===== src/rtl/bus_arbiter.sv =====
`default_nettype none
// ============================================================================
// Module      : bus_arbiter
// Description : Round-robin arbiter for the shared 16-bit tri-state system
//               bus. Grants one master at a time and inserts a one-cycle
//               turnaround between owners. It revokes any grant held for
//               MAX_HOLD cycles and locks that master out until it drops req.
// Revision    : 1.0 - initial release
// ============================================================================
module bus_arbiter #(
  parameter int NREQ     = 4,
  parameter int IDW      = 2,
  parameter int MAX_HOLD = 64,
  parameter int HOLD_W   = 7
) (
  input  logic            clk,
  input  logic            rst,
  input  logic [NREQ-1:0] req,
  output logic [NREQ-1:0] grant,
  output logic [IDW-1:0]  grant_id,
  output logic            busy,
  output logic            timeout_err
);

  // One extra bit so that ptr + offset can exceed NREQ-1 before wrapping
  localparam int c_SUM_W = IDW + 1;

  typedef enum logic [1:0] {
    S_IDLE  = 2'd0,
    S_GRANT = 2'd1,
    S_TURN  = 2'd2
  } state_t;

  state_t            r_state;
  logic [IDW-1:0]    r_ptr;
  logic [NREQ-1:0]   r_lock;
  logic [HOLD_W-1:0] r_cnt;
  logic [NREQ-1:0]   r_grant;
  logic [IDW-1:0]    r_grant_id;
  logic              r_busy;
  logic              r_timeout_err;

  logic [NREQ-1:0]   w_eff;
  logic              w_found;
  logic [IDW-1:0]    w_pick;
  logic [NREQ-1:0]   w_pick_oh;
  logic [c_SUM_W-1:0] w_sum;
  logic [IDW-1:0]    w_idx;
  logic [IDW-1:0]    w_next_ptr;
  logic              w_owner_req;
  logic              w_hold_max;

  // Locked-out masters are invisible to arbitration until they drop req
  assign w_eff = req & ~r_lock;

  // Round-robin pick: first eligible requester scanning from ptr upward, wrapping
  always_comb begin
    w_found   = 1'b0;
    w_pick    = '0;
    w_pick_oh = '0;
    w_sum     = '0;
    w_idx     = '0;
    for (int i = 0; i < NREQ; i++) begin
      w_sum = {1'b0, r_ptr} + c_SUM_W'(i);
      if (w_sum >= c_SUM_W'(NREQ)) begin
        w_sum = w_sum - c_SUM_W'(NREQ);
      end
      w_idx = w_sum[IDW-1:0];
      if (!w_found && w_eff[w_idx]) begin
        w_found          = 1'b1;
        w_pick           = w_idx;
        w_pick_oh[w_idx] = 1'b1;
      end
    end
  end

  // Fairness pointer moves to the master after the one releasing the bus
  assign w_next_ptr  = (r_grant_id == IDW'(NREQ - 1)) ? '0 : r_grant_id + 1'b1;
  assign w_owner_req = req[r_grant_id];
  assign w_hold_max  = (r_cnt == HOLD_W'(MAX_HOLD - 1));

  // Arbitration FSM; all outputs are registered so grant never glitches
  always_ff @(posedge clk) begin
    if (rst) begin
      r_state       <= S_IDLE;
      r_ptr         <= '0;
      r_lock        <= '0;
      r_cnt         <= '0;
      r_grant       <= '0;
      r_grant_id    <= '0;
      r_busy        <= 1'b0;
      r_timeout_err <= 1'b0;
    end else begin
      r_timeout_err <= 1'b0;
      r_lock        <= r_lock & req;
      case (r_state)
        S_IDLE, S_TURN: begin
          if (w_found) begin
            r_grant    <= w_pick_oh;
            r_grant_id <= w_pick;
            r_busy     <= 1'b1;
            r_cnt      <= '0;
            r_state    <= S_GRANT;
          end else begin
            r_grant <= '0;
            r_busy  <= 1'b0;
            r_state <= S_IDLE;
          end
        end
        S_GRANT: begin
          // A dropped request wins over the hold limit: that is a normal release
          if (!w_owner_req || w_hold_max) begin
            r_grant <= '0;
            r_busy  <= 1'b0;
            r_ptr   <= w_next_ptr;
            r_state <= S_TURN;
            if (w_owner_req) begin
              r_timeout_err <= 1'b1;
              r_lock        <= (r_lock & req) | r_grant;
            end
          end else begin
            r_cnt <= r_cnt + 1'b1;
          end
        end
        default: begin
          r_grant <= '0;
          r_busy  <= 1'b0;
          r_state <= S_IDLE;
        end
      endcase
    end
  end

  assign grant       = r_grant;
  assign grant_id    = r_grant_id;
  assign busy        = r_busy;
  assign timeout_err = r_timeout_err;

endmodule
`default_nettype wire


===== config.mk =====
export PLATFORM = sky130hd
export DESIGN_NAME = bus_arbiter
export DESIGN_NICKNAME = d
export VERILOG_FILES = /design/src/rtl/bus_arbiter.sv
export SDC_FILE = /design/constraint.sdc
export NUM_CORES = 1
export LEC_CHECK = 0
export ABC_AREA = 1
export BUFFER_PORTS_ARGS = -buffer_cell sky130_fd_sc_hd__buf_2
export CAP_MARGIN = 20
export CELL_PAD_IN_SITES_DETAIL_PLACEMENT = 0
export CELL_PAD_IN_SITES_GLOBAL_PLACEMENT = 1
export CORE_MARGIN = 2
export CORE_UTILIZATION = 37
export CTS_CLUSTER_SIZE = 10
export DETAILED_ROUTE_END_ITERATION = 8
export PLACE_DENSITY_LB_ADDON = 0.3
export SYNTH_ARGS = -nofsm -noshare
export SYNTH_HDL_FRONTEND = slang
export SYNTH_SLANG_ARGS = --single-unit

===== constraint.sdc =====
create_clock -name clk -period 1.73 [get_ports clk]
set_input_delay 0.0865 -clock clk [delete_from_list [all_inputs] [get_ports clk]]
set_output_delay 0.0865 -clock clk [all_outputs]
set_load 0.05 [all_outputs]

# --- Yosys cells after proc, flatten, opt, wreduce, memory -nomap -nowiden ---
# Index checks and enable logic that the tools add are counted.
classes:
  add_sub_neg: 9
  mul: 0
  div_mod_pow: 0
  magnitude_cmp: 13
  n_eq_ne: 7
  n_shift: 0
  n_mux: 51
  bitwise: 9
  n_reduce_logical: 19
op_table:
  columns: ["operator", "count"]
  rows:
  - ["4-bit 2-to-1 mux", 9]
  - ["2-bit 2-to-1 mux", 10]
  - ["1-bit 2-to-1 mux", 17]
  - ["4-bit bitwise OR", 4]
  - ["2-bit by 3-bit < comparator with 1-bit output, second input constant", 5]
  - ["7-bit 2-to-1 mux", 2]
  - ["7-bit one-hot mux with 2 select lines", 1]
  - ["1-bit binary-select mux with 2-bit select", 5]
  - ["3-bit greater-or-equal comparator, second input constant", 3]
  - ["4-bit bitwise AND", 2]
  - ["1-bit demux with 2-bit select", 4]
  - ["2-bit by 1-bit greater-or-equal comparator with 1-bit output, second input constant", 4]
  - ["4-bit one-hot mux with 2 select lines", 1]
  - ["2-bit by 1-bit subtractor with 2-bit output, second input constant", 4]
  - ["7-bit by 1-bit adder with 7-bit output, second input constant", 1]
  - ["7-bit by 6-bit == test with 1-bit output, second input constant", 1]
  - ["1-bit logical AND", 7]
  - ["2-bit by 2-bit adder with 3-bit output, second input constant", 2]
  - ["2-bit inequality test, second input constant", 3]
  - ["2-bit == test, second input constant", 2]
  - ["1-bit zero test", 4]
  - ["4-bit NOT", 1]
  - ["2-bit one-hot mux with 2 select lines", 1]
  - ["2-bit AND reduction", 2]
  - ["other kinds (12)", 13]
totals:
  register_bits: 23
  latch_bits: 0
  ram_bits: 0
  mem_bits_ro: 0
  in_bits: 6
  out_inout_bits: 8
  word_cells: 116
  mem_count: 0

# --- Longest topological paths before layout ---
# Gate-level depths: netlist of run 1.
depth:
  word_depth: 16
  ltp_mapped: 11
  depth_no_buf: 11

# --- Worst setup path before layout of run 1 ---
# OpenSTA, ideal clock, no wires.
synth_path:
  path_type: "register to register"
  start: "reg r_ptr[0]"
  end: "reg r_cnt[0]"
  setup_ns: 0.114
  arrival_ns: 1.714
  required_ns: 1.616
  path_slack_ns: -0.098
  path_stages_with_launch: 12
  n_path_buf: 0
  synth_period_minus_slack_ns: 1.828
  path_cell_list: "dfxtp_1 -> inv_2 -> ha_1 -> inv_1 -> nand2_2 -> nand3_4 -> nor2_8 -> nand3_4 -> nand2_4 -> nand2_1 -> nand2_1 -> nor2_1"
synth_between:
  elab_chain_len: 16
  word_cells_on_any_way: 35
  cone_classes: "add/sub (7); order compare (4); eq/ne (1); mux (16); reduce/logical (7)"
synth_rtl:
  columns: ["element", "line", "source"]
  rows:
  - ["from (decl)", "35", "logic [IDW-1:0] r_ptr;"]
  - ["from (signal assigned)", "115", "r_ptr <= w_next_ptr;"]
  - ["parallel branches: the longest is 13 deep, another holds 2-bit by 1-bit adder with 3-bit output", null, null]
  - ["1-bit 2-to-1 mux *", "69", "if (!w_found && w_eff[w_idx]) begin"]
  - ["2-bit inequality test (no source line) *", null, null]
  - ["3-bit AND reduction (no source line) *", null, null]
  - ["to (signal assigned)", "122", "r_cnt <= r_cnt + 1'b1;"]
  - ["to (decl)", "37", "logic [HOLD_W-1:0] r_cnt;"]
# Every way passes the cells marked *. The select of a mux whose other input is x is not followed.
# A chain may end at the register's enable or synchronous reset.

# --- Final worst setup path of run 1 ---
layout_path:
  start: "reg r_ptr[0]"
  end: "reg r_grant_id[0], in the netlist grant_id[0]"
layout_between:
  elab_chain_len: 15
  word_cells_on_any_way: 38
  cone_classes: "add/sub (7); order compare (4); mux (20); reduce/logical (7)"
layout_rtl:
  columns: ["element", "line", "source"]
  rows:
  - ["parallel branches: the longest is 15 deep, another holds 2-bit by 1-bit adder with 3-bit output", null, null]
  - ["to (signal assigned)", "100", "r_grant_id <= w_pick;"]
  - ["to (decl)", "39", "logic [IDW-1:0] r_grant_id;"]
# Parallel ways; which one is timed is not known. The select of a mux whose other input is x is not followed.

==> summary.md, run 1 <==
| Metric | Value |
|---|---|
| Status | finished, final reports clean |
| Final std cells w/o fill | 294 |
| Critical path's slowest cell | dfxtp_2 |
| DRC | 0 |
| CP Class | reg -> reg |
| H-tree depth | 1 |
| # hold bufs at CTS | 0 |
| Main combinational cell family by area after synthesis | simple AND/OR/NAND/NOR gates |
| Proportion of layout cells with a drive suffix above 1 | 0.2520 |
| Die Wd | 67.06 um |
| Cell variety after synth | 23 |
| Mux cell area share after synthesis | 0 |
| # Max-Cap Violations | 0 |
| Dpl cells | 287 |
| Area fraction in compound gates after synthesis | 0.06207 |
| Clock power share | 0.154 |
| Die area | 0.004497 sq mm |
| Worst Clk Skew | 0.004433 ns |
| Root Buffer | clkbuf_8 |
| Cell Int Power | 1.586 mW |
| Synth Area in Adders | 0.08503 |
| # IOs | 14 |
| Largest net degree at the start of global routing | 14 |
| Fillers | 374 |
| Synth top area share | 0.2993 |
| Placed cell areas | 0.001668 sq mm |
| Warnings, synthesis | 0 |
| Mean number of vias per cell | 4.861 |
| Crit path time final | 1.643 ns |
| Slew at the pin closest to its max-slew limit | 0.3816 ns |
| Antenna violations before repair | 0 |
| Mapped Area | 0.001471 sq mm |
| Vias post-DR | 1429 |
| Hold Fails Final Rpt | 0 |
| Pwr/cell area | 1725 mW/mm^2 |
| Setup-failing EPs final | 0 |
| Die Height | 67.06 um |
| TritonCTS Buffers | 3 |
| Crit path required time | 1.89 ns |
| Seq cells post-synth | 22 |
| Critical Path Source Type | register |
| CP Max Fanout | 9 |
| CTS tree | done |
| Sw Share | 0.4982 |
| Initial core utilization | 0.3930 |
| ANT cells | 0 |
| P_leak | 0.8724 nW |
| Worst VDD drop | 0.7570 mV |
| Xor/xnor share of the synthesized area | 0.01786 |
| Final instance area | 0.001832 sq mm |
| Total Wirelength | 3659 um |
| Sequential power share | 0.226 |
| First-pass GRT wire length | 6127 um |
| GRT overflow | 0 |
| Clk sinks | 22 |
| Largest cells by area after synthesis | dfxtp_1 30%, nand2_1 18%, nand3_1 10% |
| CP arrival | 1.81 ns |
| Final Cycle Share | 0.9496 |
| Comb power frac | 0.620 |
| Post-synthesis average cell area | 6.750 sq um |
| Top Family by Delay on Critical Path | simple AND/OR/NAND/NOR gates |
| Rel. slew slack | 0.7453 |
| Psw | 1.574 mW |
| Total iterations of the first detailed-routing run | 4 |
| Post-route ant nets | 0 |
| Final hold slack | 0.1067 ns |
| Cell Rows | 22 |
| Sequential element share of the synthesized area | 0.2993 |
| Number of global-route vias before repair | 1323 |
| Global-route usage over all layers | 0.1776 |
| P&R area growth vs syn | 24.49% |
| CTS clk-pin slew, worst paths | 0.09 ns |
| Nets | 263 |
| Routability Congestion | 0.8789 |
| Port Buffers | 13 |
| HP Class | in -> reg |
| CTS max path bufs | 2 |
| Worst Setup End Kind | register |
| Yosys top cell by area | dfxtp_1 |
| Buf/Inv on CP | 3 |
| Net Count, Synth | 234 |
| Biggest cell delay along the critical path | 0.34 ns |
| Worst path cell trace | buf_6 > nand3_1 > nand2_1 > nand2_1 > nand2_4 > inv_4 > nor2_4 > buf_4 > nor2_1 > nand2_1 > a21oi_1 > nor2_1 |
| Initial DRC count | 117 |
| Simple-Gate Fraction of Synth Area | 0.4668 |
| WL/cell | 12.45 um |
| Pins over their slew limit | 0 |
| Clk_lat worst skew | 0.27 ns |
| Setup TNS | 0 ns |
| Detailed placer's ending HPWL | 2782 um |
| Max Clock Freq | 608.7 MHz |
| Syn Inst Count | 218 |
| Finished Core Util | 0.4893 |
| CORE AREA | 0.003744 sq mm |
| Critical Path Most Common Cell | nand2_1 |
## flip-flops by register name (all words and copies together) (netlist names)
register     cells
r_state          1
grant_id         2
r_cnt            7
busy             1
r_lock           4
grant            4
r_ptr            2
timeout_err      1
## routing by layer
layer / global-route usage / up-vias / part of all wire
met2: 0.2710 / 24 / 0.44
met5: 0 / - / 0
met4: 0.03061 / 0 / 0.0085
met1: 0.2680 / 635 / 0.52
li1: - / 764 / -
met3: 0.02027 / 6 / 0.036
## kinds of logic (layout without fill, tap and decap cells)
group,Yosys count,in the layout
flops,22,22
buf+inv,27,54
compound gates,17,17
fa+ha+maj,10,10
xor+xnor,3,3
simple gates,139,140
## synthesized netlist by cell type, drive strengths merged
cell / instances
clkbuf: 2
xor2: 3
nand4: 5
nor3: 2
nand3: 37
dfxtp: 22
o21ai: 3
or2: 1
inv: 25
o211ai: 1
a21oi: 13
nor2: 19
ha: 10
nand2: 75
## metrics by stage
stage / worst slack (ns) / total power [mW]
finish: 0.08723 / 3.160
global route: -0.009510 / 3.407
CTS: 0.004273 / 2.975
detailed placement: 0.01379 / 2.486
global placement: 0.01772 / 2.489
floorplan: 0.02396 / 1.994
## worst min-delay path: stages
cell     delay, ns
buf_2         0.12
nand3_1       0.08
nand2_1       0.06
## power groups by stage
stage / Combinational [mW] / Clock [mW] / Sequential [mW]
6_report: 1.96 / 0.488 / 0.714
5_1_grt: 2.16 / 0.517 / 0.733
4_1_cts: 1.77 / 0.494 / 0.708
3_5_place_dp: 1.77 / 0 / 0.720
3_3_place_gp: 1.77 / 0 / 0.717
2_1_floorplan: 1.05 / 0 / 0.942
## placed cells by master, fill, tap and decap left out
master / Yosys / routed
a21oi_1: 13 / 12
a21oi_2: 0 / 1
buf_2: 0 / 13
buf_4: 0 / 10
buf_6: 0 / 1
buf_8: 0 / 1
bufinv_16: 0 / 1
clkbuf_8: 0 / 3
dfxtp_1: 22 / 18
dfxtp_2: 0 / 4
ha_1: 10 / 9
ha_4: 0 / 1
inv_1: 23 / 21
inv_2: 2 / 3
inv_4: 0 / 1
nand2_1: 69 / 66
nand2_2: 4 / 5
nand2_4: 2 / 5
nand3_1: 30 / 29
nand3_2: 5 / 6
nand3_4: 2 / 2
nand4_1: 5 / 5
nor2_1: 16 / 16
nor2_4: 1 / 2
nor2_8: 1 / 1
nor3_1: 2 / 2
o211ai_1: 1 / 1
o21ai_1: 0 / 2
o21ai_4: 0 / 1
or2_2: 1 / 1
xor2_1: 3 / 3
## area by class of cell
class / instances / area (sq um) / area share
repair buffers: 25 / 166.4 / 0.09085
multi-input cells: 170 / 992.2 / 0.5417
clock buffers: 3 / 41.29 / 0.02254
well taps: 48 / 60.06 / 0.03279
clock inverters: 1 / 30.03 / 0.01639
inverters: 25 / 96.34 / 0.05260
flip-flops and latches: 22 / 445.4 / 0.2432
## worst paths after layout
path	start	endpoint	slack, ns	cells past startpoint
worst max-delay path	r_ptr[0]	grant_id[0]	0.09	12
worst min-delay path	req[1]	r_lock[1]	0.11	3
worst max register to register	r_ptr[0]	grant_id[0]	0.09	12
worst min register to register	r_lock[0]	r_lock[0]	0.48	2
## repair_timing
item	in CTS	in global routing
resized for setup	0	19
endpoints found under the setup margin	0	16
buffers inserted	0	2
(Power assumes the default switching activity.)
==> run 2: changes to the inputs <==
Settings changed: CORE_MARGIN 2 to 4.
==> run 2 against run 1 <==
  * Count of clock-buffer cells in the layout did not move
  * Critical endpoint is now r_cnt[1]
  * Routed wire length fell by 1.6%
  * Register-to-register slack better by 0.02 ns
  * Clock power rose by 1%
  * Combinational power about the same
  * Cell count is 0.34% lower
  * Worst setup slack gained 0.018 ns
  * Global-route usage decreased by 3.5 points
  * Highest routed layer unchanged
  * Via count up 0.42%
==> summary.md, run 2 (synthesized netlist as in run 1, its figures left out) <==
| Metric | Value |
|---|---|
| Post-route ant nets | 0 |
| Worst path cell trace | buf_4 > nand3_1 > nand3_2 > nand2_4 > nand3_4 > nor2_8 > nand3_4 > nand2_8 > nand2_1 > nand2_1 > nor2_1 |
| CORE AREA | 0.003744 sq mm |
| CTS clk-pin slew, worst paths | 0.09 ns |
| H-tree depth | 1 |
| Routability Congestion | 0.8426 |
| Buf/Inv on CP | 1 |
| Rel. slew slack | 0.7468 |
| # IOs | 14 |
| Setup-failing EPs final | 0 |
| Post-Route M1 WL | 1909 um |
| Critical path's slowest cell | dfxtp_2 |
| Final std cells w/o fill | 293 |
| Initial core utilization | 0.3930 |
| Worst Setup End Kind | register |
| CP Max Fanout | 9 |
| Biggest cell delay along the critical path | 0.33 ns |
| Die Height | 71.06 um |
| Vias post-DR | 1435 |
| WL/cell | 12.28 um |
| Max reg flops | 7 |
| Cell Rows | 22 |
| Initial DRC count | 87 |
| Fillers | 406 |
| Mean number of vias per cell | 4.898 |
| Proportion of layout cells with a drive suffix above 1 | 0.2490 |
| Die Wd | 71.06 um |
| Number of global-route vias before repair | 1269 |
| Top Family by Delay on Critical Path | simple AND/OR/NAND/NOR gates |
| Antenna violations before repair | 0 |
| Max Used Layer | met4 |
| Crit path required time | 1.90 ns |
| Worst Clk Skew | 0.004961 ns |
| Setup TNS | 0 ns |
| Final Cycle Share | 0.9392 |
| First-pass GRT wire length | 5837 um |
| Dpl cells | 287 |
| Largest net degree at the start of global routing | 14 |
| Most common cell after layout, fill and taps aside | nand2_1 |
| # Max-Cap Violations | 0 |
| Hold Fails Final Rpt | 0 |
| Final worst-path setup slack | 0.1051 ns |
| Clk_lat worst skew | 0.27 ns |
| Most flops, register | r_cnt |
| Worst VDD drop | 1.137 mV |
| Status | finished, final reports clean |
| Clock power share | 0.157 |
| Die area | 0.005050 sq mm |
| Psw | 1.549 mW |
| Max Clock Freq | 615.4 MHz |
| CP arrival | 1.80 ns |
| RSZ-0062 raised after global routing | true |
| P&R area growth vs syn | 24.23% |
| Place WS | -0.01232 ns |
| Total iterations of the first detailed-routing run | 4 |
| Clk sinks | 22 |
| Comb power frac | 0.617 |
| Final Power | 3.150 mW |
| Critical Path Source Type | register |
| Leading cell types in the layout, fill and taps excluded | 66 x nand2_1, 29 x nand3_1, 22 x inv_1 |
| GRT overflow | 0 |
| CP Class | reg -> reg |
| CTS max path bufs | 2 |
| Port Buffers | 13 |
| CTS tree | done |
| Crit path time final | 1.625 ns |
| # hold bufs at CTS | 0 |
| P_leak | 0.8724 nW |
| Global-route usage over all layers | 0.1423 |
| Met2 WL post-DR | 1545 um |
| Sw Share | 0.4917 |
| Pwr/cell area | 1723 mW/mm^2 |
| ANT cells | 0 |
| Total Wirelength | 3599 um |
| TritonCTS Buffers | 3 |
| Sequential power share | 0.226 |
| DRC | 0 |
| Nets | 262 |
| Slew at the pin closest to its max-slew limit | 0.3794 ns |
| Metal3 WL | 114 um |
| Detailed placer's ending HPWL | 2768 um |
| Root Buffer | clkbuf_8 |
| Cell Int Power | 1.601 mW |
| Pins over their slew limit | 0 |
| HP Class | in -> reg |
-- run 2: tightest hold or removal path, delay by kind of cell --
| kind | cells | cell delay [ns] |
|---|---|---|
| buf+inv | 1 | 0.12 |
| simple gates | 2 | 0.14 |
-- run 2: path summary, 6_finish.rpt --
check / from / to / slack, ns / cells past startpoint
setup / recovery: r_ptr[0] / r_cnt[1] / 0.11 / 11
hold / removal: req[1] / r_lock[1] / 0.11 / 3
setup reg to reg: r_ptr[0] / r_cnt[1] / 0.11 / 11
hold reg to reg: r_lock[3] / r_lock[3] / 0.47 / 2
-- run 2: power by group through the flow --
stage                     logic [mW]  registers [mW]  clock network (mW)
after floorplan                 1.05           0.942                   0
after global placement          1.77           0.715                   0
after detailed placement        1.77           0.715                   0
after CTS                       1.78           0.704               0.499
after global routing            2.16           0.735               0.517
final                           1.94           0.712               0.493
-- run 2: metal layers --
layer / track usage / vias to the layer above
met1: 0.2164 / 651
met3: 0.02273 / 4
met5: 0 / -
met4: 0.03132 / 0
met2: 0.2091 / 22
li1: - / 758
-- run 2: metrics by stage --
stage               utilization  hold slack (ns)  instance area, sq um
floorplan                     -           0.2248                  1475
global placement         0.4455           0.3714                  1668
detailed placement       0.4455           0.3769                  1668
CTS                      0.4652          0.09938                  1742
global route             0.4883           0.1245                  1828
finish                   0.4883           0.1098                  1828
-- run 2: what timing repair did --
item	in CTS	in global routing
gates resized for setup	1	12
buffers inserted	0	1
cloned	0	1
setup endpoints to repair	3	16
pin swaps	0	5
-- run 2: area by class of cell --
| type | count | area, sq um | share of cell area |
|---|---|---|---|
| clock inverter | 1 | 30.03 | 0.01643 |
| inverter | 25 | 93.84 | 0.05133 |
| multi-input combinational | 170 | 992.2 | 0.5428 |
| timing repair buffer | 24 | 163.9 | 0.08966 |
| tap | 48 | 60.06 | 0.03285 |
| clock buffer | 3 | 41.29 | 0.02259 |
| sequential | 22 | 446.7 | 0.2444 |
==> run 3: changes to the inputs <==
Settings changed: PLACE_DENSITY set to 0.76, PLACE_DENSITY_LB_ADDON 0.3 to unset.
Clock period 1.73 ns to 1.45 ns, I/O delays scaled along.
==> run 3 against run 2 <==
  * Cell area is 8.9% higher
  * Worst setup slack worse by 0.26 ns
  * Total power is 26% higher
  * Clock power is 18% lower
  * The flow now finishes with violations (negative setup slack)
  * First-iteration DRC count is 4.6% lower
  * Combinational power is 38% higher
==> summary.md, run 3 (synthesized netlist as in run 1, its figures left out) <==
| Metric | Value |
|---|---|
| Status | finished, violations left |
| Failing checks | negative setup slack |
| Final hold slack | 0.08057 ns |
| P&R area growth vs syn | 35.29% |
| CTS max path bufs | 2 |
| TritonCTS Buffers | 3 |
| ANT cells | 0 |
| GR peak layer | met2 |
| Max Clock Freq | 624.2 MHz |
| # IOs | 14 |
| Most flops, register | r_cnt |
| Die area | 0.005050 sq mm |
| Leading cell types in the layout, fill and taps excluded | 62 x nand2_1, 29 x nand3_1, 26 x buf_4 |
| CORE AREA | 0.003744 sq mm |
| Pwr/cell area | 1996 mW/mm^2 |
| Met3 Track Usage GR | 0.03551 |
| Root Buffer | clkbuf_8 |
| Die Wd | 71.06 um |
| Buf/Inv on CP | 2 |
| Crit path time final | 1.602 ns |
| Hold path start | req[1] |
| RSZ-0062 raised after global routing | true |
| HP Class | in -> reg |
| # Max-Cap Violations | 0 |
| Mean number of vias per cell | 4.858 |
| Slew at the pin closest to its max-slew limit | 0.3837 ns |
| Critical Path Source | r_ptr[0] |
| P_leak | 0.9599 nW |
| WL/cell | 12.31 um |
| CTS tree | done |
| Largest net degree at the start of global routing | 13 |
| Setup-failing EPs final | 16 |
| Initial core utilization | 0.3930 |
| Critical path's slowest cell | dfxtp_4 |
| First-pass GRT wire length | 6727 um |
| H-tree depth | 1 |
| Worst R2R Start | r_ptr[0] |
| CP arrival | 1.77 ns |
| Worst Clk Skew | 0.002448 ns |
| Most common cell after layout, fill and taps aside | nand2_1 |
| Final std cells w/o fill | 309 |
| GRT overflow | 0 |
| Worst Setup End Kind | register |
| Total Wirelength | 3803 um |
| Worst VDD drop | 1.051 mV |
| Post-route ant nets | 0 |
| Total iterations of the first detailed-routing run | 4 |
| DRC | 0 |
| Met2 usage | 0.2523 |
| Antenna violations before repair | 0 |
| Hold Fails Final Rpt | 0 |
| Detailed placer's ending HPWL | 2954 um |
| Max reg flops | 7 |
| Crit path required time | 1.62 ns |
| Port Buffers | 13 |
| Final Cycle Share | 1.105 |
| Biggest cell delay along the critical path | 0.39 ns |
| Clk_lat worst skew | 0.27 ns |
| CTS clk-pin slew, worst paths | 0.08 ns |
| Critical Path Source Type | register |
| Global-route usage over all layers | 0.1654 |
| Cell Rows | 22 |
| Worst path cell trace | inv_6 > ha_4 > inv_4 > nand2_4 > nand3_4 > nor2_8 > nand3_4 > nand2_8 > nand2_1 > nand2_1 > nor2_1 |
| Vias post-DR | 1501 |
| CP Class | reg -> reg |
| Final worst-path setup slack | -0.1519 ns |
| Top Family by Delay on Critical Path | simple AND/OR/NAND/NOR gates |
| Initial DRC count | 83 |
| CP Max Fanout | 7 |
| # hold bufs at CTS | 0 |
| Number of global-route vias before repair | 1441 |
| Die Height | 71.06 um |
| Rel. slew slack | 0.7439 |
| Clk sinks | 22 |
| Routability Congestion | 0.7312 |
| Pins over their slew limit | 0 |
| Nets | 278 |
| Proportion of layout cells with a drive suffix above 1 | 0.3410 |
| Dpl cells | 300 |
| Setup TNS | -1.460 ns |
| Met1 global-route usage | 0.2330 |
==> run 3: area by class of cell <==
type                    count  area (sq um)
flip-flops and latches     22         456.7
fillers                   410          1753
clock buffers               4         45.04
repair buffers             40         280.3
well taps                  48         60.06
inverters                  25         103.9
multi-input cells         170          1045
==> run 3: power by group <==
part           switching (mW)  internal [mW]  total, mW
Clock                   0.209          0.197      0.406
Sequential              0.138          0.759      0.897
Combinational            1.64           1.03       2.67
Total                    1.99           1.98       3.97
==> run 3: path summary, 6_finish.rpt <==
kind | endpoint | slack [ns] | cells after the start
worst min register to register | r_cnt[6] | 0.47 | 2
worst max register to register | r_cnt[0] | -0.15 | 11
worst max-delay path | r_cnt[0] | -0.15 | 11
worst min-delay path | r_lock[1] | 0.08 | 3
==> run 3: repair_timing <==
item	in CTS	in global routing
gates resized for setup	16	8
buffers inserted	4	0
gates cloned	1	0
endpoints found under the setup margin	21	21
pin swaps	14	3
==> run 3: metrics by stage <==
step	instance area, sq um	total power, mW	worst slack (ns)	util
2_1_floorplan	1515	2.496	-0.1039	-
3_3_place_gp	1805	3.238	-0.1667	0.4823
3_5_place_dp	1805	3.262	-0.1878	0.4823
4_1_cts	1957	3.949	-0.1496	0.5227
5_1_grt	1991	4.320	-0.2403	0.5318
6_report	1991	3.974	-0.1519	0.5318
==> run 3: worst min-delay path, stage by stage <==
cell and delay (ns):
buf_2 0.11, nand3_1 0.07, nand2_1 0.07
==> run 3: metal layers <==
| layer | wire length (um) | up-vias | share of wire |
|---|---|---|---|
| met5 | 0 | - | 0 |
| met4 | 60 | 0 | 0.016 |
| met3 | 138 | 4 | 0.036 |
| met2 | 1658 | 27 | 0.44 |
| met1 | 1945 | 676 | 0.51 |
| li1 | - | 794 | - |
